===== src/rtl/dma_desc_dispatch_if.sv =====
// Descriptor dispatch bus: FIFO pop side, read/write command
// channels and completion pulses, seen from the dispatcher.
interface dma_desc_dispatch_if #(
  parameter int LEN_W = 16
) ();
  logic             dma_desc_fifo_empty_i;
  logic             dma_desc_fifo_rd_o;
  logic [255:0]     dma_desc_fifo_rddata_i;
  logic             dma_rd_cmd_valid_o;
  logic             dma_rd_cmd_ready_i;
  logic [31:0]      dma_rd_cmd_addr_o;
  logic [LEN_W-1:0] dma_rd_cmd_len_o;
  logic             dma_rd_done_i;
  logic             dma_wr_cmd_valid_o;
  logic             dma_wr_cmd_ready_i;
  logic [31:0]      dma_wr_cmd_addr_o;
  logic [LEN_W-1:0] dma_wr_cmd_len_o;
  logic             dma_wr_done_i;
  logic             dma_desc_done_o;
  logic             dma_irq_o;

  modport master (
    input  dma_desc_fifo_empty_i,
    output dma_desc_fifo_rd_o,
    input  dma_desc_fifo_rddata_i,
    output dma_rd_cmd_valid_o,
    input  dma_rd_cmd_ready_i,
    output dma_rd_cmd_addr_o,
    output dma_rd_cmd_len_o,
    input  dma_rd_done_i,
    output dma_wr_cmd_valid_o,
    input  dma_wr_cmd_ready_i,
    output dma_wr_cmd_addr_o,
    output dma_wr_cmd_len_o,
    input  dma_wr_done_i,
    output dma_desc_done_o,
    output dma_irq_o
  );

  modport slave (
    output dma_desc_fifo_empty_i,
    input  dma_desc_fifo_rd_o,
    output dma_desc_fifo_rddata_i,
    input  dma_rd_cmd_valid_o,
    output dma_rd_cmd_ready_i,
    input  dma_rd_cmd_addr_o,
    input  dma_rd_cmd_len_o,
    output dma_rd_done_i,
    input  dma_wr_cmd_valid_o,
    output dma_wr_cmd_ready_i,
    input  dma_wr_cmd_addr_o,
    input  dma_wr_cmd_len_o,
    output dma_wr_done_i,
    input  dma_desc_done_o,
    input  dma_irq_o
  );
endinterface


===== src/rtl/dma_desc_dispatch.sv =====
// Pops 256-bit descriptors, issues read/write commands, waits for
// both completions, then pulses done/irq and bumps the count.
module dma_desc_dispatch #(
  parameter int LEN_W = 16,
  parameter int CNT_W = 16
) (
  input  logic                clk,
  input  logic                reset,
  input  logic [31:0]         csr_control_i,
  dma_desc_dispatch_if.master bus,
  output logic                csr_busy_o,
  output logic [CNT_W-1:0]    csr_desc_count_o
);

  typedef enum logic [2:0] {
    S_IDLE,
    S_POP,
    S_LATCH,
    S_ISSUE,
    S_WAIT,
    S_DONE
  } state_t;

  state_t           r_state;
  state_t           w_next;
  logic [31:0]      r_src;
  logic [31:0]      r_dst;
  logic [LEN_W-1:0] r_len;
  logic             r_irq_en;
  logic             r_rd_acc;
  logic             r_wr_acc;
  logic             r_rd_dn;
  logic             r_wr_dn;
  logic [CNT_W-1:0] r_count;

  logic             w_run;
  logic [31:0]      w_src;
  logic [31:0]      w_dst;
  logic [LEN_W-1:0] w_len;
  logic             w_own;
  logic             w_irq;
  logic             w_rd_vld;
  logic             w_wr_vld;
  logic             w_rd_acc;
  logic             w_wr_acc;
  logic             w_live;
  logic             w_unused;

  assign w_run = csr_control_i[5];
  assign w_src = bus.dma_desc_fifo_rddata_i[31:0];
  assign w_dst = bus.dma_desc_fifo_rddata_i[95:64];
  assign w_len = bus.dma_desc_fifo_rddata_i[192 +: LEN_W];
  assign w_own = bus.dma_desc_fifo_rddata_i[231];
  assign w_irq = bus.dma_desc_fifo_rddata_i[232];

  assign w_unused = ^{csr_control_i, bus.dma_desc_fifo_rddata_i};

  assign w_rd_vld = (r_state == S_ISSUE) && !r_rd_acc;
  assign w_wr_vld = (r_state == S_ISSUE) && !r_wr_acc;
  assign w_rd_acc = r_rd_acc || (w_rd_vld && bus.dma_rd_cmd_ready_i);
  assign w_wr_acc = r_wr_acc || (w_wr_vld && bus.dma_wr_cmd_ready_i);
  assign w_live   = (r_state == S_ISSUE) || (r_state == S_WAIT);

  always_comb begin
    w_next = r_state;
    unique case (r_state)
      S_IDLE: begin
        if (w_run && !bus.dma_desc_fifo_empty_i) w_next = S_POP;
      end
      S_POP:   w_next = S_LATCH;
      S_LATCH: begin
        if (!w_own)             w_next = S_IDLE;
        else if (w_len == '0)   w_next = S_DONE;
        else                    w_next = S_ISSUE;
      end
      S_ISSUE: begin
        if (w_rd_acc && w_wr_acc) w_next = S_WAIT;
      end
      S_WAIT: begin
        if (r_rd_dn && r_wr_dn) w_next = S_DONE;
      end
      S_DONE:  w_next = S_IDLE;
      default: w_next = S_IDLE;
    endcase
  end

  always_ff @(posedge clk) begin
    if (!reset) begin
      r_state  <= S_IDLE;
      r_src    <= '0;
      r_dst    <= '0;
      r_len    <= '0;
      r_irq_en <= 1'b0;
      r_rd_acc <= 1'b0;
      r_wr_acc <= 1'b0;
      r_rd_dn  <= 1'b0;
      r_wr_dn  <= 1'b0;
      r_count  <= '0;
    end else begin
      r_state <= w_next;
      if (r_state == S_LATCH) begin
        r_src    <= w_src;
        r_dst    <= w_dst;
        r_len    <= w_len;
        r_irq_en <= w_irq;
      end
      // done pulses only count once the command phase has begun
      if (r_state == S_LATCH || r_state == S_DONE) begin
        r_rd_acc <= 1'b0;
        r_wr_acc <= 1'b0;
        r_rd_dn  <= 1'b0;
        r_wr_dn  <= 1'b0;
      end else if (w_live) begin
        r_rd_acc <= w_rd_acc;
        r_wr_acc <= w_wr_acc;
        r_rd_dn  <= r_rd_dn || bus.dma_rd_done_i;
        r_wr_dn  <= r_wr_dn || bus.dma_wr_done_i;
      end
      if (r_state == S_DONE) r_count <= r_count + 1'b1;
    end
  end

  assign bus.dma_desc_fifo_rd_o = (r_state == S_POP);
  assign bus.dma_rd_cmd_valid_o = w_rd_vld;
  assign bus.dma_rd_cmd_addr_o  = r_src;
  assign bus.dma_rd_cmd_len_o   = r_len;
  assign bus.dma_wr_cmd_valid_o = w_wr_vld;
  assign bus.dma_wr_cmd_addr_o  = r_dst;
  assign bus.dma_wr_cmd_len_o   = r_len;
  assign bus.dma_desc_done_o    = (r_state == S_DONE);
  assign bus.dma_irq_o          = (r_state == S_DONE) && r_irq_en;
  assign csr_busy_o             = (r_state != S_IDLE);
  assign csr_desc_count_o       = r_count;

endmodule


===== src/flat_wrapper.sv =====
// flat-port wrapper written by rule: the top's interface ports become plain ports
module dma_desc_dispatch_flat 
#(
  parameter int LEN_W = 16,
  parameter int CNT_W = 16
)
  (clk, reset, csr_control_i, csr_busy_o, csr_desc_count_o, bus_dma_desc_fifo_empty_i, bus_dma_desc_fifo_rd_o, bus_dma_desc_fifo_rddata_i, bus_dma_rd_cmd_valid_o, bus_dma_rd_cmd_ready_i, bus_dma_rd_cmd_addr_o, bus_dma_rd_cmd_len_o, bus_dma_rd_done_i, bus_dma_wr_cmd_valid_o, bus_dma_wr_cmd_ready_i, bus_dma_wr_cmd_addr_o, bus_dma_wr_cmd_len_o, bus_dma_wr_done_i, bus_dma_desc_done_o, bus_dma_irq_o);
  dma_desc_dispatch_if #(.LEN_W(LEN_W)) bus_i ();
  input  logic clk;
  input  logic reset;
  input  logic [31:0] csr_control_i;
  output logic csr_busy_o;
  output logic [CNT_W-1:0] csr_desc_count_o;
  input wire logic [$bits(bus_i.dma_desc_fifo_empty_i)-1:0] bus_dma_desc_fifo_empty_i;
  output wire logic [$bits(bus_i.dma_desc_fifo_rd_o)-1:0] bus_dma_desc_fifo_rd_o;
  input wire logic [$bits(bus_i.dma_desc_fifo_rddata_i)-1:0] bus_dma_desc_fifo_rddata_i;
  output wire logic [$bits(bus_i.dma_rd_cmd_valid_o)-1:0] bus_dma_rd_cmd_valid_o;
  input wire logic [$bits(bus_i.dma_rd_cmd_ready_i)-1:0] bus_dma_rd_cmd_ready_i;
  output wire logic [$bits(bus_i.dma_rd_cmd_addr_o)-1:0] bus_dma_rd_cmd_addr_o;
  output wire logic [$bits(bus_i.dma_rd_cmd_len_o)-1:0] bus_dma_rd_cmd_len_o;
  input wire logic [$bits(bus_i.dma_rd_done_i)-1:0] bus_dma_rd_done_i;
  output wire logic [$bits(bus_i.dma_wr_cmd_valid_o)-1:0] bus_dma_wr_cmd_valid_o;
  input wire logic [$bits(bus_i.dma_wr_cmd_ready_i)-1:0] bus_dma_wr_cmd_ready_i;
  output wire logic [$bits(bus_i.dma_wr_cmd_addr_o)-1:0] bus_dma_wr_cmd_addr_o;
  output wire logic [$bits(bus_i.dma_wr_cmd_len_o)-1:0] bus_dma_wr_cmd_len_o;
  input wire logic [$bits(bus_i.dma_wr_done_i)-1:0] bus_dma_wr_done_i;
  output wire logic [$bits(bus_i.dma_desc_done_o)-1:0] bus_dma_desc_done_o;
  output wire logic [$bits(bus_i.dma_irq_o)-1:0] bus_dma_irq_o;
  assign bus_i.dma_desc_fifo_empty_i = bus_dma_desc_fifo_empty_i;
  assign bus_dma_desc_fifo_rd_o = bus_i.dma_desc_fifo_rd_o;
  assign bus_i.dma_desc_fifo_rddata_i = bus_dma_desc_fifo_rddata_i;
  assign bus_dma_rd_cmd_valid_o = bus_i.dma_rd_cmd_valid_o;
  assign bus_i.dma_rd_cmd_ready_i = bus_dma_rd_cmd_ready_i;
  assign bus_dma_rd_cmd_addr_o = bus_i.dma_rd_cmd_addr_o;
  assign bus_dma_rd_cmd_len_o = bus_i.dma_rd_cmd_len_o;
  assign bus_i.dma_rd_done_i = bus_dma_rd_done_i;
  assign bus_dma_wr_cmd_valid_o = bus_i.dma_wr_cmd_valid_o;
  assign bus_i.dma_wr_cmd_ready_i = bus_dma_wr_cmd_ready_i;
  assign bus_dma_wr_cmd_addr_o = bus_i.dma_wr_cmd_addr_o;
  assign bus_dma_wr_cmd_len_o = bus_i.dma_wr_cmd_len_o;
  assign bus_i.dma_wr_done_i = bus_dma_wr_done_i;
  assign bus_dma_desc_done_o = bus_i.dma_desc_done_o;
  assign bus_dma_irq_o = bus_i.dma_irq_o;
  dma_desc_dispatch #(.LEN_W(LEN_W), .CNT_W(CNT_W)) u_core (.clk(clk), .reset(reset), .csr_control_i(csr_control_i), .bus(bus_i), .csr_busy_o(csr_busy_o), .csr_desc_count_o(csr_desc_count_o));
endmodule

===== config.mk =====
export PLATFORM = sky130hd
export DESIGN_NAME = dma_desc_dispatch_flat
export DESIGN_NICKNAME = d
export VERILOG_FILES = /design/src/rtl/dma_desc_dispatch_if.sv /design/src/rtl/dma_desc_dispatch.sv /design/src/flat_wrapper.sv
export SDC_FILE = /design/constraint.sdc
export NUM_CORES = 1
export LEC_CHECK = 0
export CORE_AREA = 2 2 162 164
export DETAILED_ROUTE_END_ITERATION = 7
export DIE_AREA = 0 0 164 166
export PLACE_DENSITY_LB_ADDON = 0.2
export SLEW_MARGIN = 20
export SYNTH_ARGS = -nofsm -noshare
export SYNTH_HDL_FRONTEND = slang
export SYNTH_SLANG_ARGS = --single-unit

===== constraint.sdc =====
create_clock -name clk -period 1.6 [get_ports clk]
set_input_delay 0.24 -clock clk [delete_from_list [all_inputs] [get_ports clk]]
set_output_delay 0.24 -clock clk [all_outputs]
set_load 0.1 [all_outputs]

==> impl_table.tex <==
\begin{tabular}{lr}
\hline
Metric & Value \\
\hline
\multicolumn{2}{l}{\textbf{Outcome}} \\
Run status & finished, final reports clean \\
\multicolumn{2}{l}{\textbf{STA}} \\
Unrepaired setup endpoints after global routing & true \\
Hold Vio Cnt, Final & 0 \\
Count of final setup violators & 0 \\
Setup clock skew after layout & just under 0.008 ns \\
Post-route setup slack & about 0.0015 ns \\
Shortest period the worst path allows & between 1.5 and 2 ns \\
Share of the clock period used by the worst path & between 90\% and 100\% \\
Slew at the pin closest to its max-slew limit & about 0.29 ns \\
Total Neg Setup Slack & 0 ns \\
Highest attainable clock frequency & approximately 630 MHz \\
Worst max-slew margin expressed relative to the limit & around 81\% \\
Number of pins with negative max-slew slack in the final report & 0 \\
\multicolumn{2}{l}{\textbf{Floorplan}} \\
Number of core rows & 59 \\
Ports placed on the boundary & roughly 410 \\
Effective utilization at floorplan & approximately 16\% \\
Die outline height & roughly 170 µm \\
Die outline width & approximately 160 µm \\
Core outline area & about 26000 µm² \\
Die Footprint & 27200 µm² \\
\multicolumn{2}{l}{\textbf{Clocking}} \\
Clock Tree Buf Depth & 2 \\
TritonCTS clock tree & yes \\
Clk pin slew, worst setup/hold paths & 0.07 ns \\
Clock net sink count & $\sim$100 \\
Number of buffers created by CTS & 9 \\
Clock root buffer & sky130\_fd\_sc\_hd\_\_clkbuf\_16 \\
H-tree levels & 3 \\
Source-to-sink clock delay at the later pin of the worst-skew pair & approximately 0.35 ns \\
\multicolumn{2}{l}{\textbf{Routing}} \\
First-pass detailed-route iteration total & 4 \\
Average vias per placed instance & about 3.9 \\
Initial detailed-routing violation count & 103 \\
Residual DRC count & 0 \\
WL per Instance & approximately 14 µm \\
Number of vias in the routed layout & 4077 \\
Post-Route WL & between 15000 and 20000 µm \\
Post-route ant nets & 0 \\
\multicolumn{2}{l}{\textbf{Logic synthesis}} \\
Mapped cell area & around 4000 µm² \\
Number of enable flip-flop cells after synthesis & 0 \\
Cell with the most instances after synthesis & sky130\_fd\_sc\_hd\_\_nand2\_1 \\
Count of yosys warnings during synthesis & 0 \\
Post-synthesis async set-or-reset flop share & 0\% \\
Share of synthesized area occupied by flip-flops and latches & around half \\
Most used flip-flop cell after synthesis & sky130\_fd\_sc\_hd\_\_dfxtp\_1 \\
Area share of the leading cell type in the synthesized netlist & about half \\
Synthesized netlist cell count & around 510 \\
Dominant cells by area after synthesis & sky130\_fd\_sc\_hd\_\_dfxtp\_1, sky130\_fd\_sc\_hd\_\_nand2\_1, sky130\_fd\_sc\_hd\_\_a21oi\_1 \\
Synthesized Nets & roughly 800 \\
FF+latch count, synth & between 100 and 150 \\
Post-synth cell types & 38 \\
Leading area contributor after synthesis & sky130\_fd\_sc\_hd\_\_dfxtp\_1 \\
Most common library cells after synthesis & sky130\_fd\_sc\_hd\_\_nand2\_1, sky130\_fd\_sc\_hd\_\_dfxtp\_1, sky130\_fd\_sc\_hd\_\_a21oi\_1, sky130\_fd\_sc\_hd\_\_nor2\_1, sky130\_fd\_sc\_hd\_\_clkbuf\_1 \\
Average size of a mapped cell & around 8 µm² \\
\multicolumn{2}{l}{\textbf{Worst setup path}} \\
Data arrival at the endpoint of the critical path & approximately 1.4 ns \\
Crit end category & output pin \\
Startpoint of the lowest-slack register-to-register path & u\_core.r\_state[2] \\
Endpoint required time on the critical path & roughly 1.4 ns \\
Worst reg-to-reg path cell count & 5 \\
Critical path startpoint category & flop \\
Crit path from & u\_core.r\_state[2] \\
Critical path class & flop to output pin \\
Crit Path Max Fanout & 3 \\
\multicolumn{2}{l}{\textbf{Final layout}} \\
Filler instances & about 2600 \\
Fraction of final layout cells sized beyond drive strength 1 & 31.0\% \\
Layout-stage area growth over the synthesis result & 105\% \\
Total Nets Final & 1006 \\
Final Cell Area & about 8300 µm² \\
Non-filler instance count after layout & $\sim$1100 \\
\multicolumn{2}{l}{\textbf{Global route}} \\
Maximum number of pins on one net before global-route repair & 65 \\
Via count of the first global-routing pass & 3878 \\
First-pass GRT wire length & approximately 23000 µm \\
Total routing resource utilization after global routing & between 10\% and 20\% \\
Final global-route overflow total & 0 \\
Number of antenna violations at the first check in global routing & 3 \\
\multicolumn{2}{l}{\textbf{Placed design}} \\
\# placed instances & 1026 \\
Placed cell areas & 7820 µm² \\
Half-perimeter wire length after placement & roughly 11000 µm \\
Number of buffers added on ports & 207 \\
Worst setup slack before clock tree synthesis & -0.603 ns \\
Routability-driven placement congestion ratio & around 0.73 \\
\multicolumn{2}{l}{\textbf{Min path}} \\
Hold crit path type & input port to flop \\
Worst Hold Launch & bus\_dma\_desc\_fifo\_rddata\_i[197] \\
Depth of the worst hold-timing path & 4 \\
\multicolumn{2}{l}{\textbf{Pwr}} \\
Total power & about 7.3 mW \\
Highest ir drop seen on vdd & about 0.45 mV \\
Leakage Power & roughly 3 nW \\
Power Dens Cells & just under 900 nW/µm² \\
\multicolumn{2}{l}{\textbf{Run}} \\
Max-cap violation count & 0 \\
\hline
\end{tabular}
[power breakdown]
group / internal, mW / total [mW] / switching [mW]
combinational: 0.904 / 2.32 / 1.41
clock: 1.07 / 2.11 / 1.05
sequential: 2.69 / 2.84 / 0.141
total: 4.66 / 7.27 / 2.60
[final timing paths]
kind / endpoint / slack [ns]
setup / recovery: bus_dma_desc_fifo_rd_o / 0.002
hold / removal: u_core.bus.dma_rd_cmd_len_o[5] / 0.32
setup reg to reg: u_core.csr_desc_count_o[14] / 0.09
hold reg to reg: u_core.r_irq_en / 0.46
[repair_timing]
item                       CTS  global route
hold buffers                 0             0
gates cloned                 0             1
buffers inserted             4             3
setup endpoints to repair    8            64
pin swaps                    5             6
gates resized for setup     21             9
[layer usage]
layer	routed length, µm	vias up	global-route usage (%)
met5	17	-	0
met4	200	4	3.13
met3	1710	15	5.89
met2	6450	149	16.2
met1	6740	1846	14.0
li1	-	2063	-
[per-stage QoR]
stage	utilization (%)	hold WS [ns]
CTS	32.0	0.406
global route	32.3	0.330
global placement	30.5	0.446
finish	32.3	0.316
detailed placement	30.5	0.449
floorplan	-	0.369
[state kept, by name (all words and copies together) (netlist names)]
| signal | count |
|---|---|
| u_core.bus.dma_rd_cmd_addr_o | 32 |
| u_core.csr_desc_count_o | 16 |
| u_core.bus.dma_rd_cmd_len_o | 16 |
| u_core.r_irq_en | 1 |
| u_core.r_wr_acc | 1 |
| u_core.r_rd_acc | 1 |
| u_core.bus.dma_wr_cmd_addr_o | 32 |
| u_core.r_wr_dn | 1 |
| u_core.r_state | 3 |
| u_core.r_rd_dn | 1 |
[kinds of logic (layout without fill, tap and decap cells)]
kind of cell,count (synthesis),in the layout,share of synthesized area [%]
mux,1,1,0.248
fa+ha+maj,1,1,0.310
compound gates,108,108,14.1
flops,104,104,51.6
other cells,0,1,0
xor+xnor,10,10,2.17
simple gates,228,228,24.3
buf+inv,54,263,7.23
[worst max-delay path, cell delays in order (launching register included)]
cell                      delay (ns)
sky130_fd_sc_hd__dfxtp_2        0.33
sky130_fd_sc_hd__buf_6          0.12
sky130_fd_sc_hd__nor2b_4        0.14
sky130_fd_sc_hd__buf_6          0.11
sky130_fd_sc_hd__and2_4         0.14
sky130_fd_sc_hd__buf_12         0.16
[final cells by class]
class	instances	area (µm²)	share of cell area (%)
diodes	1	2.50	0.0302
clock buffers	12	236	2.86
clock inverters	4	30.0	0.363
inverters	5	20.0	0.242
multi-input cells	348	1780	21.5
flip-flops and latches	104	2150	26.0
well taps	335	419	5.06
repair buffers	242	3640	44.0
[layout by cell type, fill, tap and decap left out, types with 7 or more instances in the layout]
cell                                n
sky130_fd_sc_hd__clkbuf_16         10
sky130_fd_sc_hd__dfxtp_4           11
sky130_fd_sc_hd__dfxtp_2           23
sky130_fd_sc_hd__nor2_1            15
sky130_fd_sc_hd__o21ai_0            7
sky130_fd_sc_hd__buf_12           125
sky130_fd_sc_hd__dfxtp_1           70
sky130_fd_sc_hd__a21oi_1           91
sky130_fd_sc_hd__nand2_1          172
sky130_fd_sc_hd__clkdlybuf4s50_1   87
sky130_fd_sc_hd__buf_4             23
(Power assumes the default switching activity.)
